`src/rtl/unpack_float64.sv`:
```
// -----------------------------------------------------------------------------
// unpack_float64
//
// Splits an IEEE-754 binary64 operand into sign, biased 13-bit two's-complement
// exponent and a left-aligned 64-bit significand. The significand has the
// hidden bit at zSig[62] and ten zero round bits at zSig[9:0]. This is the
// layout that round_and_pack-style packers consume.
//
// Subnormals are normalised one bit per cycle. The exponent goes to
// 1 - shift_count, so it becomes negative for small subnormals.
//
// The block is controlled with the ap_ctrl_hs handshake (ap_start / ap_done /
// ap_idle / ap_ready).
//
// Optional feature, enabled by defining the macro UNPACK_SNAN_INVALID_EN:
// a signalling NaN raises FLAG_INVALID on float_exception_flag_o. The flag is
// written through the ap_vld strobe during the DONE cycle, and the significand
// is output quieted (zSig[61] = 1). When the macro is undefined, an sNaN passes
// through with its payload unchanged and no flag is written.
//
// Ports
//   ap_clk                         clock
//   ap_rst                         asynchronous active-high reset
//   ap_start                       start request, sampled only in IDLE
//   ap_done / ap_ready             one-cycle result-valid pulse (DONE state)
//   ap_idle                        FSM in IDLE and ap_start low
//   a[63:0]                        packed binary64 operand
//   float_exception_flag_i[31:0]   incoming exception flags
//   float_exception_flag_o[31:0]   updated exception flags
//   float_exception_flag_o_ap_vld  flag write strobe
//   zSign                          sign
//   zExp[12:0]                     biased exponent, two's complement
//   zSig[63:0]                     significand, hidden bit at [62]
//   zClass[2:0]                    0 zero, 1 subnormal, 2 normal, 3 inf,
//                                  4 qNaN, 5 sNaN
// -----------------------------------------------------------------------------
module unpack_float64 #(
  parameter logic [31:0] FLAG_INVALID = 32'd16,
  parameter logic [10:0] EXP_MAX      = 11'd2047
) (
  input  logic        ap_clk,
  input  logic        ap_rst,
  input  logic        ap_start,
  output logic        ap_done,
  output logic        ap_idle,
  output logic        ap_ready,
  input  logic [63:0] a,
  input  logic [31:0] float_exception_flag_i,
  output logic [31:0] float_exception_flag_o,
  output logic        float_exception_flag_o_ap_vld,
  output logic        zSign,
  output logic [12:0] zExp,
  output logic [63:0] zSig,
  output logic [2:0]  zClass
);

  localparam logic [2:0] CLS_ZERO = 3'd0;
  localparam logic [2:0] CLS_SUB  = 3'd1;
  localparam logic [2:0] CLS_NORM = 3'd2;
  localparam logic [2:0] CLS_INF  = 3'd3;
  localparam logic [2:0] CLS_QNAN = 3'd4;
  localparam logic [2:0] CLS_SNAN = 3'd5;

  typedef enum logic [3:0] {
    IDLE   = 4'b0001,
    DECODE = 4'b0010,
    NORM   = 4'b0100,
    DONE   = 4'b1000
  } state_t;

  state_t      state;
  logic [63:0] a_reg;
  logic [52:0] sig;      // subnormal significand being shifted toward bit 52
  logic [5:0]  cnt;      // shifts applied so far, at most 52

  logic        sign_f;
  logic [10:0] exp_f;
  logic [51:0] frac_f;
  logic signed [12:0] exp_norm;
  logic        snan_hit;

  // Class of an all-ones-exponent operand. The quiet bit decides qNaN/sNaN.
  function automatic logic [2:0] special_class(input logic [51:0] f);
    if (f == '0)
      return CLS_INF;
    else if (f[51])
      return CLS_QNAN;
    else
      return CLS_SNAN;
  endfunction

  // Fraction that is forwarded for an all-ones exponent. Infinity keeps a zero
  // fraction, and a qNaN already has the quiet bit set. So forcing the quiet
  // bit only affects an sNaN.
  function automatic logic [51:0] special_frac(input logic [51:0] f);
`ifdef UNPACK_SNAN_INVALID_EN
    if (f != '0)
      return {1'b1, f[50:0]};
    else
      return f;
`else
    return f;
`endif
  endfunction

  assign sign_f = a_reg[63];
  assign exp_f  = a_reg[62:52];
  assign frac_f = a_reg[51:0];

  // A subnormal has an effective exponent of 1. Each left shift lowers it by one.
  assign exp_norm = 13'sd1 - $signed({7'b0, cnt});

  always_ff @(posedge ap_clk or posedge ap_rst) begin
    if (ap_rst) begin
      state  <= IDLE;
      a_reg  <= '0;
      sig    <= '0;
      cnt    <= '0;
      zSign  <= 1'b0;
      zExp   <= '0;
      zSig   <= '0;
      zClass <= CLS_ZERO;
    end else begin
      unique case (state)
        IDLE: begin
          if (ap_start) begin
            a_reg <= a;
            state <= DECODE;
          end
        end

        // ---- decode stage: classify and finish everything except subnormals
        DECODE: begin
          if (exp_f == '0) begin
            if (frac_f == '0) begin
              zSign  <= sign_f;
              zExp   <= '0;
              zSig   <= '0;
              zClass <= CLS_ZERO;
              state  <= DONE;
            end else begin
              sig   <= {1'b0, frac_f};
              cnt   <= '0;
              state <= NORM;
            end
          end else if (exp_f == EXP_MAX) begin
            zSign  <= sign_f;
            zExp   <= {2'b00, EXP_MAX};
            zSig   <= {2'b00, special_frac(frac_f), 10'b0};
            zClass <= special_class(frac_f);
            state  <= DONE;
          end else begin
            zSign  <= sign_f;
            zExp   <= {2'b00, exp_f};
            zSig   <= {1'b0, 1'b1, frac_f, 10'b0};
            zClass <= CLS_NORM;
            state  <= DONE;
          end
        end

        // ---- normalise stage: one left shift per cycle until bit 52 is set
        NORM: begin
          if (sig[52]) begin
            zSign  <= sign_f;
            zExp   <= exp_norm;
            zSig   <= {1'b0, sig, 10'b0};
            zClass <= CLS_SUB;
            state  <= DONE;
          end else begin
            sig <= {sig[51:0], 1'b0};
            cnt <= cnt + 6'd1;
          end
        end

        // ---- done stage: result presented for exactly one cycle
        DONE: begin
          state <= IDLE;
        end

        default: begin
          state <= IDLE;
        end
      endcase
    end
  end

  assign ap_done  = (state == DONE);
  assign ap_ready = ap_done;
  assign ap_idle  = (state == IDLE) && !ap_start;

`ifdef UNPACK_SNAN_INVALID_EN
  assign snan_hit = ap_done && (zClass == CLS_SNAN);
`else
  assign snan_hit = 1'b0;
`endif

  assign float_exception_flag_o        = float_exception_flag_i | (snan_hit ? FLAG_INVALID : 32'd0);
  assign float_exception_flag_o_ap_vld = snan_hit;

endmodule

```
`config.mk`:
```
export PLATFORM = sky130hd
export DESIGN_NAME = unpack_float64
export DESIGN_NICKNAME = d
export VERILOG_FILES = /design/src/rtl/unpack_float64.sv
export SDC_FILE = /design/constraint.sdc
export NUM_CORES = 1
export LEC_CHECK = 0
export CORE_MARGIN = 2
export CORE_UTILIZATION = 50
export CTS_CLUSTER_DIAMETER = 120
export DETAILED_ROUTE_END_ITERATION = 12
export HOLD_SLACK_MARGIN = 0.1
export PLACE_DENSITY = 0.82
export SETUP_SLACK_MARGIN = 0.1
export SLEW_MARGIN = 0
export SYNTH_ARGS = -nofsm -noshare
export SYNTH_HDL_FRONTEND = slang
export SYNTH_SLANG_ARGS = --single-unit
```
`constraint.sdc`:
```
create_clock -name ap_clk -period 8.2 [get_ports ap_clk]
set_input_delay 1.64 -clock ap_clk [delete_from_list [all_inputs] [get_ports ap_clk]]
set_output_delay 1.64 -clock ap_clk [all_outputs]
set_load 0.01 [all_outputs]
```
* Word level (Yosys, flattened, before mapping)
Index checks and enable logic that the tools add are counted.
** Operators by class
- Add/sub/neg operators :: 2
- Magnitude comparators :: 0
- Multiplexer cells :: 34
- Divide/modulo/power cells :: 0
- Reductions and logical operators :: 10
- Bitwise logic cells :: 0
- Equality and inequality tests :: 11
- $mul :: 0
- Shifts and indexed selects :: 0
** Operators with widths (count)
- $mux 64 :: 3
- $mux 53 :: 3
- $pmux 64 s2 :: 1
- $pmux 53 s2 :: 1
- $mux 63 :: 1
- $logic_not 52->1 :: 1
- $mux 13 :: 3
- $pmux 13 s2 :: 1
- $mux 6 :: 3
- $mux 4 :: 4
- $mux 3 :: 5
- $pmux 4 s3 :: 1
- $pmux 6 s2 :: 1
- $eq 11x11->1 const B :: 1
- $logic_not 11->1 :: 1
- $mux 11 :: 1
- $ne 2x2->1 const B :: 5
- $sub 1x6->7 const A :: 1
- $add 6x1->6 const B :: 1
- $pmux 3 s2 :: 1
- $reduce_and 3->1 :: 2
- $eq 4x1->1 const B :: 1
- $eq 4x2->1 const B :: 1
- $eq 4x3->1 const B :: 1
- other kinds (9) :: 13
** Storage, ports and cells
- Word-level logic and storage cells :: 66
- Bits in read-only memories :: 0
- Bits in writable memories :: 0
- Register bits after elaboration :: 208
- Memories :: 0
- Bits in latches :: 0
- Output and inout bits :: 117
- Bits of input ports :: 99

* Logic depth before layout (Yosys ltp)
- Depth after elaboration :: 5
- Depth in mapped cells :: 8

* Worst setup path before layout
OpenSTA, ideal clock, no wires.
- Path kind :: input-to-output
- From :: in ap_start
- To :: out ap_idle
- Stages on the path :: 1
- Slack :: 4.751 ns
- Arrival :: 1.809 ns
- Cell sequence :: nor2_1
** Between the ends
- Cells in the longest elaborated chain, start to end :: 2
** Ends and longest elaborated chain
- start, declared :: line 43 : input logic ap_start,
- $logic_not 1->1 :: line 189 : assign ap_idle = (state == IDLE) && !ap_start;
- $logic_and 1x1->1 :: line 189
- end, declared :: line 45 : output logic ap_idle,
Every way passes these cells.

* Worst setup path after layout
Ends and elaborated chain as after synthesis.

==> results.md <==
- The reg-to-reg setup timing slack is 5100 ps.
- After synthesis, the cell types taking the most area are dfrtp_1 (55%), nand2_1 (8.9%), mux2i_1 (6.3%).
- The count of buffers added on input and output ports is between 100 and 150.
- In the final routed layout, each cell accounts on average for around 19 um.
- The final instance area is roughly 11000 um2.
- The required time of the critical path is around 6600 ps.
- The final critical delay including setup and external delays is 4380 ps.
- The critical path contains buffers and inverters numbering 2 combined.
- The core region is approximately 17000 um2.
- Clock tree synthesis found a total of a little under 200 sinks.
- The maximum frequency from static timing analysis is 228 MHz.
- After synthesis, flip-flops and latches occupy a little over half of the total area.
- The maximum count of clock buffers along a single path is 2.
- The number of instances in the synthesized netlist is 844.
- After the last flow step, the layout net total stands at between 1000 and 1500.
- The library cell used most frequently in the layout, excluding fill and tap cells, is nand2_1.
- Setup repair after global routing left no endpoint under its margin.
- The pre-antenna-repair detailed-routing pass consisted of 4 iterations.
- The synthesized netlist occupies a cell area of 8930 um2.
- The setup slack after placement is 3810 ps.
- The critical path goes through clkdlybuf4s50_1, nor2_1, clkdlybuf4s50_1.
- The layout overhead on the synthesized area is 20.4%.
- After legalization and detailed placement, the total HPWL measured roughly 14000 um.
- The count of buffers added by post-CTS timing repair for setup is 0.
- The final route contains approximately 6600 vias.
- The total DRC errors in the routed layout is 0.
- The chip width is around 140 um.
- Clock-pin slew was measured on the worst setup and hold paths at 70 ps.
- Power spread over the standard cell area amounts to ~340 nW/um2.
- dfrtp_1 takes more of the synthesized area than any other cell.
- The effective utilization at floorplan is approximately half.
- The flip-flop and latch count after synthesis is between 150 and 200.
- STA puts the critical path data arrival time at roughly 2700 ps.
- The flip-flop count of the largest register after layout is 64.
- The worst path meets setup with between 3000 and 4000 ps of slack.
- During synthesis, Yosys emitted a total of 0 warnings.
- The count of hold-fix buffers inserted at cts is 0.
- Clock skew on the completed layout was measured at 9.82 ps.
- The worst pin sits at a relative slew slack of a little over a fifth.
- Setup violations remaining at the end of the flow were counted as 0.
- The count of standard-cell rows is 48.
- The clock tree from TritonCTS is done.
- STA classifies the critical path endpoint as a primary output.
- Dividing the detail-routed via count by the number of cells gives ~5.7.
- The area enclosed by the die boundary is about 19000 um2.
- The CTS H-tree depth is 4.
- The number of resized instances in the post-cts repair step is 0.
- The total count of max-transition violations in the final report is 0.
- The run finished with clean final reports.
- Routability-driven placement finished with a final weighted congestion of between 0.8 and 0.9.
- The most prevalent standard cell on the critical path is clkdlybuf4s50_1.
- The number of maximum-capacitance constraint violations is 0.
- The via count of the first global-routing pass is 6632.
- The top cell family by delay on the critical path is buffers and inverters.
- The global-route wire length before repair is 35300 um.
- For this run, the total global-route usage over all layers was measured as approximately a quarter.
- Counting flops with a built-in enable in the synthesized netlist gives 0.
- Pin placement for this block handled 216 I/O pins.
- The number of distinct standard cells referenced by the synthesized netlist is 42.
- The first routing iteration left around 520 violations.
- Clock tree synthesis inserted a total of 17 buffers.
- At the pin with the least slew margin, the transition time is between 1000 and 1500 ps.
- The critical path is of the in -> out type.
- The number of inserted diodes is 0.
- The detailed-route wire length is ~22000 um.
- The vertical die dimension is 138 um.
- Of the post-synthesis cell area, the dominant cell type holds between 50% and 60%.
- The tightest min-delay check is of the reg -> reg type.
- The static leakage is 5.33 nW.
- The number of hold-slack violations in the final timing report is 0.
- The leftover overflow at the end of global routing is 0.
- The root buffer cell is clkbuf_16.
- The post-synthesis async set-or-reset flop share is 100%.
- The fraction of layout cells with a size suffix above 1 is 6.76%.
- The largest net degree at the start of global routing is approximately 120.
- The slowest stage of the critical path belongs to the cell clkdlybuf4s50_1.
- The average instance in the mapped netlist occupies 10.6 um2.
- For the worst-skew pair, the clock arrives at the later sink with an insertion delay of 430 ps.
- The peak ir drop on the vdd network is ~0.00020 V.
- Among all flip-flop cells after synthesis, the most frequent one is dfrtp_1.
- The top cell types in the final layout, fill and taps aside, are nand2_1 (211), dfrtp_1 (195), clkdlybuf4s50_1 (139), o2bb2ai_1 (56), mux2i_1 (56).
- The post-detailed-placement cell area is 10200 um2.
- The sum of negative setup slack is 0 ps.
- The largest fanout on the critical path is 3.
- The worst hold-check slack is ~480 ps.
- The number of antenna violations at the first check in global routing came to 0.
- On the worst path, the slowest cell contributes a delay of about 530 ps.
- The worst setup path is launched from an input pin.
- The share of the clock period used by the worst path after layout is a little over half.
- The overall power consumption is 3.65 mW.
- The detail route stage leaves a number of antenna-violating nets equal to 0.
## area by class of cell
class | instances | area, um2
Fill cell | 1392 | 6610
Tap cell | 225 | 282
Multi-Input combinational cell | 542 | 3470
Inverter | 12 | 52.6
Clock buffer | 18 | 439
Timing Repair Buffer | 150 | 1470
Clock inverter | 14 | 129
Sequential cell | 196 | 4910
## synth_stat cells, drive strengths merged (2+ instances only)
cell       n
nand2    211
dfrtp    195
buf       66
mux2i     56
o2bb2ai   56
a221o     51
clkbuf    39
and2      28
and3      27
nor4      16
o21ai     15
a21oi     12
inv       12
nor2      10
mux2       8
nand4      6
nand3      5
nor3       4
ha         3
nor4b      3
nand2b     2
o22ai      2
o31ai      2
xnor2      2
xor2       2
## worst reg2reg max path: stages, from the launching register on
cell and delay [ps]:
dfrtp_1 420, nor4_1 520, nand4_1 190, or4_4 620
a21oi_4 550, buf_4 490, a221o_1 250
## through the flow
| step | instances | util, % |
|---|---|---|
| 6_report | 1157 | 61.9 |
| 3_5_place_dp | 1125 | 58.7 |
| 4_1_cts | 1157 | 61.9 |
| 5_1_grt | 1157 | 61.9 |
| 2_1_floorplan | 855 | - |
| 3_3_place_gp | 1125 | 58.7 |
## worst paths after layout
kind,from,endpoint,depth (start not counted)
worst min register to register,a_reg[63]$_DFFE_PP0P_,a_reg[63]$_DFFE_PP0P_,2
worst max register to register,a_reg[44]$_DFFE_PP0P_,sig[35]$_DFFE_PP0P_,6
min in group asynchronous,ap_rst,zExp[8]$_DFFE_PP0P_,2
worst max-delay path,ap_start,ap_idle,3
max in group asynchronous,ap_rst,zSig[28]$_DFFE_PP0P_,3
worst min-delay path,a_reg[63]$_DFFE_PP0P_,a_reg[63]$_DFFE_PP0P_,2
## cells by family after synthesis
logic type / after synthesis / share of synthesized area, %
AND/OR/NAND/NOR: 316 / 16.1
flip-flops: 196 / 54.9
AO/OA/AOI/OAI: 143 / 13.6
buffers and inverters: 117 / 7.23
multiplexers: 64 / 7.29
XOR/XNOR: 4 / 0.392
adder cells (fa/ha/maj): 3 / 0.420
other: 1 / 0.0420
## power breakdown
part | internal (mW) | total (mW) | switching (mW)
Clock | 0.431 | 0.812 | 0.381
Sequential | 1.32 | 1.66 | 0.336
Combinational | 0.621 | 1.18 | 0.557
## layer usage
metal | share of wire [%] | global-route usage, % | vias up
li1 | - | - | 3079
met1 | 46 | 33.6 | 3291
met2 | 47 | 38.9 | 229
met3 | 6.1 | 4.19 | 20
met4 | 1.0 | 6.87 | 0
met5 | 0 | 0 | -
Note: power is estimated with default switching activity, not from simulation.
